--- src/rtl/mem_read_axi_responder_if.sv ---
// AXI4 slave-side bundle for the read responder: AW/W/B write channels and AR/R read channels.
interface mem_read_axi_responder_if #(
   parameter int ADDR_WIDTH = 64,
   parameter int DATA_WIDTH = 256
);
   logic                      awvalid;
   logic                      awready;
   logic [ADDR_WIDTH-1:0]     awaddr;
   logic [7:0]                awlen;
   logic                      wvalid;
   logic                      wready;
   logic [DATA_WIDTH-1:0]     wdata;
   logic [DATA_WIDTH/8-1:0]   wstrb;
   logic                      wlast;
   logic                      bvalid;
   logic                      bready;
   logic                      arvalid;
   logic                      arready;
   logic [ADDR_WIDTH-1:0]     araddr;
   logic [7:0]                arlen;
   logic                      rvalid;
   logic                      rready;
   logic [DATA_WIDTH-1:0]     rdata;
   logic                      rlast;

   modport master (
      output awvalid, awaddr, awlen, wvalid, wdata, wstrb, wlast, bready,
             arvalid, araddr, arlen, rready,
      input  awready, wready, bvalid, arready, rvalid, rdata, rlast
   );

   modport slave (
      input  awvalid, awaddr, awlen, wvalid, wdata, wstrb, wlast, bready,
             arvalid, araddr, arlen, rready,
      output awready, wready, bvalid, arready, rvalid, rdata, rlast
   );
endinterface

--- src/rtl/mem_read_axi_responder.sv ---
// AXI4 slave that answers read bursts with address^seed pattern data after a fixed latency,
// and sinks write bursts while flagging wlast mismatches.
module mem_read_axi_responder #(
   parameter int C_S_AXI_ADDR_WIDTH = 64,
   parameter int C_S_AXI_DATA_WIDTH = 256,
   parameter int C_RD_LATENCY       = 4
) (
   input  logic                      ap_clk,
   input  logic                      ap_rst_n,
   mem_read_axi_responder_if.slave   s_axi,
   input  logic [63:0]               seed,
   output logic [31:0]               rd_beat_count,
   output logic [31:0]               wr_beat_count,
   output logic                      wlast_err
);
   localparam int AW    = C_S_AXI_ADDR_WIDTH;
   localparam int NLANE = C_S_AXI_DATA_WIDTH / 64;
   localparam int BYTES = C_S_AXI_DATA_WIDTH / 8;
   localparam logic [7:0] LAT = 8'(C_RD_LATENCY);

   typedef enum logic [1:0] {RD_IDLE, RD_WAIT, RD_DATA} rd_state_e;
   typedef enum logic [1:0] {WR_IDLE, WR_DATA, WR_RESP} wr_state_e;

   rd_state_e                rd_state_q, rd_state_d;
   wr_state_e                wr_state_q, wr_state_d;
   logic [7:0]               lat_q, lat_d;
   logic [AW-1:0]            araddr_q, araddr_d;
   logic [7:0]               arlen_q, arlen_d;
   logic [63:0]              seed_q, seed_d;
   logic [7:0]               beat_q, beat_d;
   logic [7:0]               awlen_q, awlen_d;
   logic [7:0]               wbeat_q, wbeat_d;
   logic [31:0]              rd_cnt_q, rd_cnt_d;
   logic [31:0]              wr_cnt_q, wr_cnt_d;
   logic                     err_q, err_d;
   logic                     up_q, up_d;

   logic                     arready_c, rvalid_c, rlast_c;
   logic [C_S_AXI_DATA_WIDTH-1:0] rdata_c;
   logic                     awready_c, wready_c, bvalid_c;
   logic [AW-1:0]            beat_addr, lane_addr;

   always_ff @(posedge ap_clk or negedge ap_rst_n) begin
      if (!ap_rst_n) begin
         rd_state_q <= RD_IDLE;
         wr_state_q <= WR_IDLE;
         lat_q      <= '0;
         araddr_q   <= '0;
         arlen_q    <= '0;
         seed_q     <= '0;
         beat_q     <= '0;
         awlen_q    <= '0;
         wbeat_q    <= '0;
         rd_cnt_q   <= '0;
         wr_cnt_q   <= '0;
         err_q      <= 1'b0;
         up_q       <= 1'b0;
      end else begin
         rd_state_q <= rd_state_d;
         wr_state_q <= wr_state_d;
         lat_q      <= lat_d;
         araddr_q   <= araddr_d;
         arlen_q    <= arlen_d;
         seed_q     <= seed_d;
         beat_q     <= beat_d;
         awlen_q    <= awlen_d;
         wbeat_q    <= wbeat_d;
         rd_cnt_q   <= rd_cnt_d;
         wr_cnt_q   <= wr_cnt_d;
         err_q      <= err_d;
         up_q       <= up_d;
      end
   end

   // up_q keeps arready/awready low until the first clock edge after reset release.
   always_comb up_d = 1'b1;

   always_comb begin
      rd_state_d = rd_state_q;
      lat_d      = lat_q;
      araddr_d   = araddr_q;
      arlen_d    = arlen_q;
      seed_d     = seed_q;
      beat_d     = beat_q;
      rd_cnt_d   = rd_cnt_q;
      arready_c  = 1'b0;
      rvalid_c   = 1'b0;
      rlast_c    = 1'b0;
      rdata_c    = '0;
      beat_addr  = araddr_q + AW'(beat_q) * AW'(BYTES);
      lane_addr  = '0;
      unique case (rd_state_q)
         RD_IDLE: begin
            arready_c = up_q;
            if (s_axi.arvalid && up_q) begin
               araddr_d   = s_axi.araddr;
               arlen_d    = s_axi.arlen;
               seed_d     = seed;
               beat_d     = '0;
               lat_d      = LAT;
               rd_state_d = (C_RD_LATENCY == 0) ? RD_DATA : RD_WAIT;
            end
         end
         RD_WAIT: begin
            if (lat_q <= 8'd1) rd_state_d = RD_DATA;
            else               lat_d      = lat_q - 8'd1;
         end
         RD_DATA: begin
            rvalid_c = 1'b1;
            rlast_c  = (beat_q == arlen_q);
            for (int unsigned k = 0; k < NLANE; k++) begin
               lane_addr = beat_addr + AW'(8 * k);
               rdata_c[k*64 +: 64] = 64'(lane_addr) ^ seed_q;
            end
            if (s_axi.rready) begin
               rd_cnt_d = rd_cnt_q + 32'd1;
               beat_d   = beat_q + 8'd1;
               if (rlast_c) rd_state_d = RD_IDLE;
            end
         end
         default: rd_state_d = RD_IDLE;
      endcase
   end

   always_comb begin
      wr_state_d = wr_state_q;
      awlen_d    = awlen_q;
      wbeat_d    = wbeat_q;
      wr_cnt_d   = wr_cnt_q;
      err_d      = err_q;
      awready_c  = 1'b0;
      wready_c   = 1'b0;
      bvalid_c   = 1'b0;
      unique case (wr_state_q)
         WR_IDLE: begin
            awready_c = up_q;
            if (s_axi.awvalid && up_q) begin
               awlen_d    = s_axi.awlen;
               wbeat_d    = '0;
               wr_state_d = WR_DATA;
            end
         end
         WR_DATA: begin
            wready_c = 1'b1;
            if (s_axi.wvalid) begin
               wr_cnt_d = wr_cnt_q + 32'd1;
               if (s_axi.wlast != (wbeat_q == awlen_q)) err_d = 1'b1;
               // Burst length comes from awlen alone; wlast only feeds the error flag.
               if (wbeat_q == awlen_q) wr_state_d = WR_RESP;
               else                    wbeat_d    = wbeat_q + 8'd1;
            end
         end
         WR_RESP: begin
            bvalid_c = 1'b1;
            if (s_axi.bready) wr_state_d = WR_IDLE;
         end
         default: wr_state_d = WR_IDLE;
      endcase
   end

   assign s_axi.arready = arready_c;
   assign s_axi.rvalid  = rvalid_c;
   assign s_axi.rlast   = rlast_c;
   assign s_axi.rdata   = rdata_c;
   assign s_axi.awready = awready_c;
   assign s_axi.wready  = wready_c;
   assign s_axi.bvalid  = bvalid_c;
   assign rd_beat_count = rd_cnt_q;
   assign wr_beat_count = wr_cnt_q;
   assign wlast_err     = err_q;
endmodule

--- src/flat_wrapper.sv ---
// flat-port wrapper written by rule: the top's interface ports become plain ports
module mem_read_axi_responder_flat 
#(
   parameter int C_S_AXI_ADDR_WIDTH = 64,
   parameter int C_S_AXI_DATA_WIDTH = 256,
   parameter int C_RD_LATENCY       = 4
)
  (ap_clk, ap_rst_n, seed, rd_beat_count, wr_beat_count, wlast_err, s_axi_awvalid, s_axi_awaddr, s_axi_awlen, s_axi_wvalid, s_axi_wdata, s_axi_wstrb, s_axi_wlast, s_axi_bready, s_axi_arvalid, s_axi_araddr, s_axi_arlen, s_axi_rready, s_axi_awready, s_axi_wready, s_axi_bvalid, s_axi_arready, s_axi_rvalid, s_axi_rdata, s_axi_rlast);
  mem_read_axi_responder_if #(.ADDR_WIDTH((64)), .DATA_WIDTH((256))) s_axi_i ();
  input  logic ap_clk;
  input  logic ap_rst_n;
  input  logic [63:0] seed;
  output logic [31:0] rd_beat_count;
  output logic [31:0] wr_beat_count;
  output logic wlast_err;
  input wire logic [$bits(s_axi_i.awvalid)-1:0] s_axi_awvalid;
  input wire logic [$bits(s_axi_i.awaddr)-1:0] s_axi_awaddr;
  input wire logic [$bits(s_axi_i.awlen)-1:0] s_axi_awlen;
  input wire logic [$bits(s_axi_i.wvalid)-1:0] s_axi_wvalid;
  input wire logic [$bits(s_axi_i.wdata)-1:0] s_axi_wdata;
  input wire logic [$bits(s_axi_i.wstrb)-1:0] s_axi_wstrb;
  input wire logic [$bits(s_axi_i.wlast)-1:0] s_axi_wlast;
  input wire logic [$bits(s_axi_i.bready)-1:0] s_axi_bready;
  input wire logic [$bits(s_axi_i.arvalid)-1:0] s_axi_arvalid;
  input wire logic [$bits(s_axi_i.araddr)-1:0] s_axi_araddr;
  input wire logic [$bits(s_axi_i.arlen)-1:0] s_axi_arlen;
  input wire logic [$bits(s_axi_i.rready)-1:0] s_axi_rready;
  output wire logic [$bits(s_axi_i.awready)-1:0] s_axi_awready;
  output wire logic [$bits(s_axi_i.wready)-1:0] s_axi_wready;
  output wire logic [$bits(s_axi_i.bvalid)-1:0] s_axi_bvalid;
  output wire logic [$bits(s_axi_i.arready)-1:0] s_axi_arready;
  output wire logic [$bits(s_axi_i.rvalid)-1:0] s_axi_rvalid;
  output wire logic [$bits(s_axi_i.rdata)-1:0] s_axi_rdata;
  output wire logic [$bits(s_axi_i.rlast)-1:0] s_axi_rlast;
  assign s_axi_i.awvalid = s_axi_awvalid;
  assign s_axi_i.awaddr = s_axi_awaddr;
  assign s_axi_i.awlen = s_axi_awlen;
  assign s_axi_i.wvalid = s_axi_wvalid;
  assign s_axi_i.wdata = s_axi_wdata;
  assign s_axi_i.wstrb = s_axi_wstrb;
  assign s_axi_i.wlast = s_axi_wlast;
  assign s_axi_i.bready = s_axi_bready;
  assign s_axi_i.arvalid = s_axi_arvalid;
  assign s_axi_i.araddr = s_axi_araddr;
  assign s_axi_i.arlen = s_axi_arlen;
  assign s_axi_i.rready = s_axi_rready;
  assign s_axi_awready = s_axi_i.awready;
  assign s_axi_wready = s_axi_i.wready;
  assign s_axi_bvalid = s_axi_i.bvalid;
  assign s_axi_arready = s_axi_i.arready;
  assign s_axi_rvalid = s_axi_i.rvalid;
  assign s_axi_rdata = s_axi_i.rdata;
  assign s_axi_rlast = s_axi_i.rlast;
  mem_read_axi_responder #(.C_S_AXI_ADDR_WIDTH(C_S_AXI_ADDR_WIDTH), .C_S_AXI_DATA_WIDTH(C_S_AXI_DATA_WIDTH), .C_RD_LATENCY(C_RD_LATENCY)) u_core (.ap_clk(ap_clk), .ap_rst_n(ap_rst_n), .s_axi(s_axi_i), .seed(seed), .rd_beat_count(rd_beat_count), .wr_beat_count(wr_beat_count), .wlast_err(wlast_err));
endmodule
--- config.mk ---
export PLATFORM = sky130hd
export DESIGN_NAME = mem_read_axi_responder_flat
export DESIGN_NICKNAME = d
export VERILOG_FILES = /design/src/rtl/mem_read_axi_responder_if.sv /design/src/rtl/mem_read_axi_responder.sv /design/src/flat_wrapper.sv
export SDC_FILE = /design/constraint.sdc
export NUM_CORES = 1
export LEC_CHECK = 0
export CAP_MARGIN = 20
export CORE_AREA = 2 2 324 326
export CTS_BUF_LIST = sky130_fd_sc_hd__clkbuf_2 sky130_fd_sc_hd__clkbuf_4 sky130_fd_sc_hd__clkbuf_8
export DETAILED_ROUTE_END_ITERATION = 12
export DIE_AREA = 0 0 326 328
export MAX_ROUTING_LAYER = met4
export PLACE_DENSITY = 0.39
export SYNTH_ARGS = -nofsm -noshare
export SYNTH_HDL_FRONTEND = slang
export SYNTH_SLANG_ARGS = --single-unit
--- constraint.sdc ---
create_clock -name ap_clk -period 7.1 [get_ports ap_clk]
set_clock_uncertainty 0.05 [all_clocks]
set_input_delay 2.13 -clock ap_clk [delete_from_list [all_inputs] [get_ports ap_clk]]
set_output_delay 2.13 -clock ap_clk [all_outputs]
set_load 0.05 [all_outputs]
==> impl_metrics.tcl <==
set metrics [dict create \
    synth_edf_count 0 \
    wirelength_um 92920 \
    ys_types 78 \
    total_power_mw 9.690 \
    synthTopCellsByCount "nand2_1 (512), dfrtp_1 (238), nor2_1 (234), xnor2_1 (192), xor2_1 (112)" \
    synth-seq-area-share_pct 34.97 \
    min_period_ns 6.918 \
    swShare_pct 48.29 \
    fp-row-count 118 \
    path_class "flop to primary output" \
    final_util_pct 27.03 \
    powerDensity_nw_per_um2 347.3 \
    avgSynthCellArea_um2 7.864 \
    clock_sinks 238 \
    dieArea_um2 106900 \
    power.switching_mw 4.679 \
    startpoint_type "flop" \
    leakage_nw 11.34 \
    grt_overflow 0 \
    clk_latency_ns 0.66 \
    fin_crit_sh_pct 97.43 \
    die_height_um 328 \
    arrival_ns 4.74 \
    ys_warn_count 0 \
    start_util_pct 16.50 \
    setup_viol_count_final 0 \
    crit_family "compound AO/OA/AOI/OAI gates" \
    fp.dieW_um 326 \
    ir_drop_mv 0.2562 \
    fillers 11230 \
    pwr-share-clk_pct 19.3 \
    postSynth.asyncResetShare_pct 100.0 \
    min_from "u_core.rd_beat_count[31]" \
    timing.slew.headroom_pct 29.10 \
    cts_hold_buf 0 \
    path_max_fanout 7 \
    grt_use_met1_pct 20.34 \
    antenna_found_initial 49 \
    vias 17760 \
    use_met3_pct 5.507 \
    hold_violations 0 \
    cts_root_buf "clkbuf_8" \
    dr.pass1.iters 5 \
    num_io_pins 831 \
    area_growth_syn_to_layout_pct 63.78 \
    synthesis.nets 2689 \
    yosysMostFrequentCell "nand2_1" \
    seqPwrFrac_pct 24.5 \
    critPathLaunch "u_core.beat_q[0]" \
    drv_slew 0 \
    ys.flop_type "dfrtp_1" \
    drc 0 \
    grt_max_degree 135 \
    track_usage_pct 17.35 \
    core_um2 103200 \
    place_congestion 0.8576 \
    via_per_inst 4.212 \
    synth_largest_area_cell "dfrtp_1" \
    syn_inst 2166 \
    ant_nets 0 \
    slowest_stage "or4_1" \
    synthTopCellsByArea "dfrtp_1 (35%), nand2_1 (11%), xnor2_1 (9.9%)" \
    place_hpwl_um 74800 \
    crit_path_cell_trace "ha_4 -> fa_2 -> a211o_4 -> a211o_4 -> nand4_1 -> buf_6 -> o21ai_1 -> a222oi_1 -> nor4b_4 -> buf_6 -> nand4_2 -> or4_1 -> a21oi_2 -> buf_12" \
    busiest_layer "met2" \
    max_freq_mhz 144.6 \
    drive_gt1_share_pct 21.89 \
    power.internal_mw 5.010 \
    grt_pass1_wl_um 131100 \
    end_kind "primary output" \
    cap_violations 0 \
    cts_made_buffers 54 \
    place_inst 4051 \
    htreeDepth 2 \
    wire_per_inst_um 22.03 \
    ys_ff_latch 238 \
    clkTransAtPathRegs_ns 0.06 \
    stdcell_count 4217 \
    cp_num_buf_inv 3 \
    cts_tree "built" \
    rsz0062_at_grt "true" \
    grtUsageMet2_pct 27.92 \
    combPwrFrac_pct 56.2 \
    drt_iter0_drc 1042 \
    yosysTopAreaCellShare_pct 34.97 \
    grt_pass1_vias 17830 \
    clock_path_buffers 3 \
    syn_area_um2 17030 \
    worst_hold_path_type "flop to flop" \
    cpPeakStageDelay_ns 0.53 \
    port_buffers 478 \
    fin_nets 3283 \
    status "finished, final reports clean" \
    worst_pin_slew_ns 1.056 \
    r2r_start "u_core.rd_state_q[0]" \
    crit_required_ns 4.92 \
]
-- sequential cells by signal, summed over array words and instances, names as in the netlist --
register and count:
u_core.araddr_q 64, u_core.seed_q 64, u_core.rd_beat_count 32, u_core.wr_beat_count 32, u_core.arlen_q 8, u_core.awlen_q 8, u_core.beat_q 8, u_core.lat_q 8
u_core.wbeat_q 8, u_core.rd_state_q 2, u_core.wr_state_q 2, u_core.up_q 1, u_core.wlast_err 1
-- metal layers --
layer / routed length, um / share of wire (%)
met1: 38890 / 42
met5: 0 / 0
met4: 3031 / 3.3
met2: 44000 / 47
met3: 6989 / 7.5
-- area by class of cell --
| class | instances | area, um2 | area share [%] |
|---|---|---|---|
| Multi-Input combinational cell | 1779 | 11380 | 40.80 |
| Timing Repair Buffer | 643 | 7305 | 26.18 |
| Sequential cell | 238 | 5971 | 21.40 |
| Tap cell | 1380 | 1727 | 6.189 |
| Clock buffer | 83 | 1055 | 3.781 |
| Clock inverter | 13 | 201.4 | 0.7221 |
| Inverter | 44 | 165.2 | 0.5920 |
| Antenna cell | 37 | 92.59 | 0.3319 |
-- power by group through the flow --
stage | registers (mW) | logic [mW] | clock network [mW]
2_1_floorplan | 2.22 | 3.27 | 0
3_5_place_dp | 2.37 | 5.33 | 0
6_report | 2.37 | 5.44 | 1.87
3_3_place_gp | 2.37 | 5.32 | 0
4_1_cts | 2.35 | 5.41 | 1.96
5_1_grt | 2.44 | 5.86 | 2.00
-- placed cells by master, fill, tap and decap left out, types with 8 or more instances in the layout --
cell	instances
nor2_1	231
xnor2_1	190
and4_1	8
or3_1	23
clkbuf_8	69
mux2_2	9
nor3_2	11
xor2_1	109
dfrtp_1	226
nor4_1	28
inv_1	43
diode_2	37
a21oi_1	26
clkdlybuf4s50_1	316
and3_1	27
and2_1	32
nand3_1	102
buf_12	133
o31ai_1	9
dfrtp_2	12
nand4_1	52
ha_1	11
nand2b_1	14
a21o_1	12
buf_4	189
mux2i_2	15
nor4_2	15
nand2_1	511
clkbuf_4	14
mux2i_1	39
nor3_1	48
o21ai_0	42
nor4_4	14
or2_2	25
-- worst paths after layout --
check,endpoint,slack [ns],cells after the start
setup / recovery,s_axi_rdata[124],0.18,14
hold / removal,u_core.rd_beat_count[31],0.42,1
setup reg to reg,u_core.rd_beat_count[31],3.13,11
hold reg to reg,u_core.rd_beat_count[31],0.42,1
max in group asynchronous,u_core.wr_beat_count[29],4.33,2
min in group asynchronous,u_core.rd_beat_count[22],1.41,1
-- stage by stage --
step | area, um2 | worst slack [ns] | hold WS (ns) | TNS [ns]
2_1_floorplan | 17030 | 0.1614 | 0.3997 | 0
3_3_place_gp | 25360 | 0.1500 | 0.4022 | 0
3_5_place_dp | 25360 | 0.1857 | 0.4015 | 0
4_1_cts | 27180 | 0.005535 | 0.4195 | 0
5_1_grt | 27890 | -0.06034 | 0.4399 | -0.2773
6_report | 27900 | 0.1823 | 0.4211 | 0
-- kinds of logic (layout without fill, tap and decap cells) --
group / count (synthesis) / in the layout / share of synthesized area [%]
multiplexers: 69 / 69 / 4.121
XOR/XNOR: 304 / 304 / 15.63
flip-flops: 238 / 238 / 34.97
AO/OA/AOI/OAI: 163 / 164 / 6.420
adder cells (fa/ha/maj): 19 / 19 / 1.440
AND/OR/NAND/NOR: 1222 / 1222 / 33.70
other: 1 / 38 / 0.02202
buffers and inverters: 150 / 783 / 3.695
-- what timing repair did --
item / in CTS / in global routing
pin swaps: 13 / 17
gates resized for setup: 91 / 94
buffers inserted: 12 / 20
setup endpoints to repair: 124 / 74
gates cloned: 1 / 0
(Power assumes the default switching activity.)
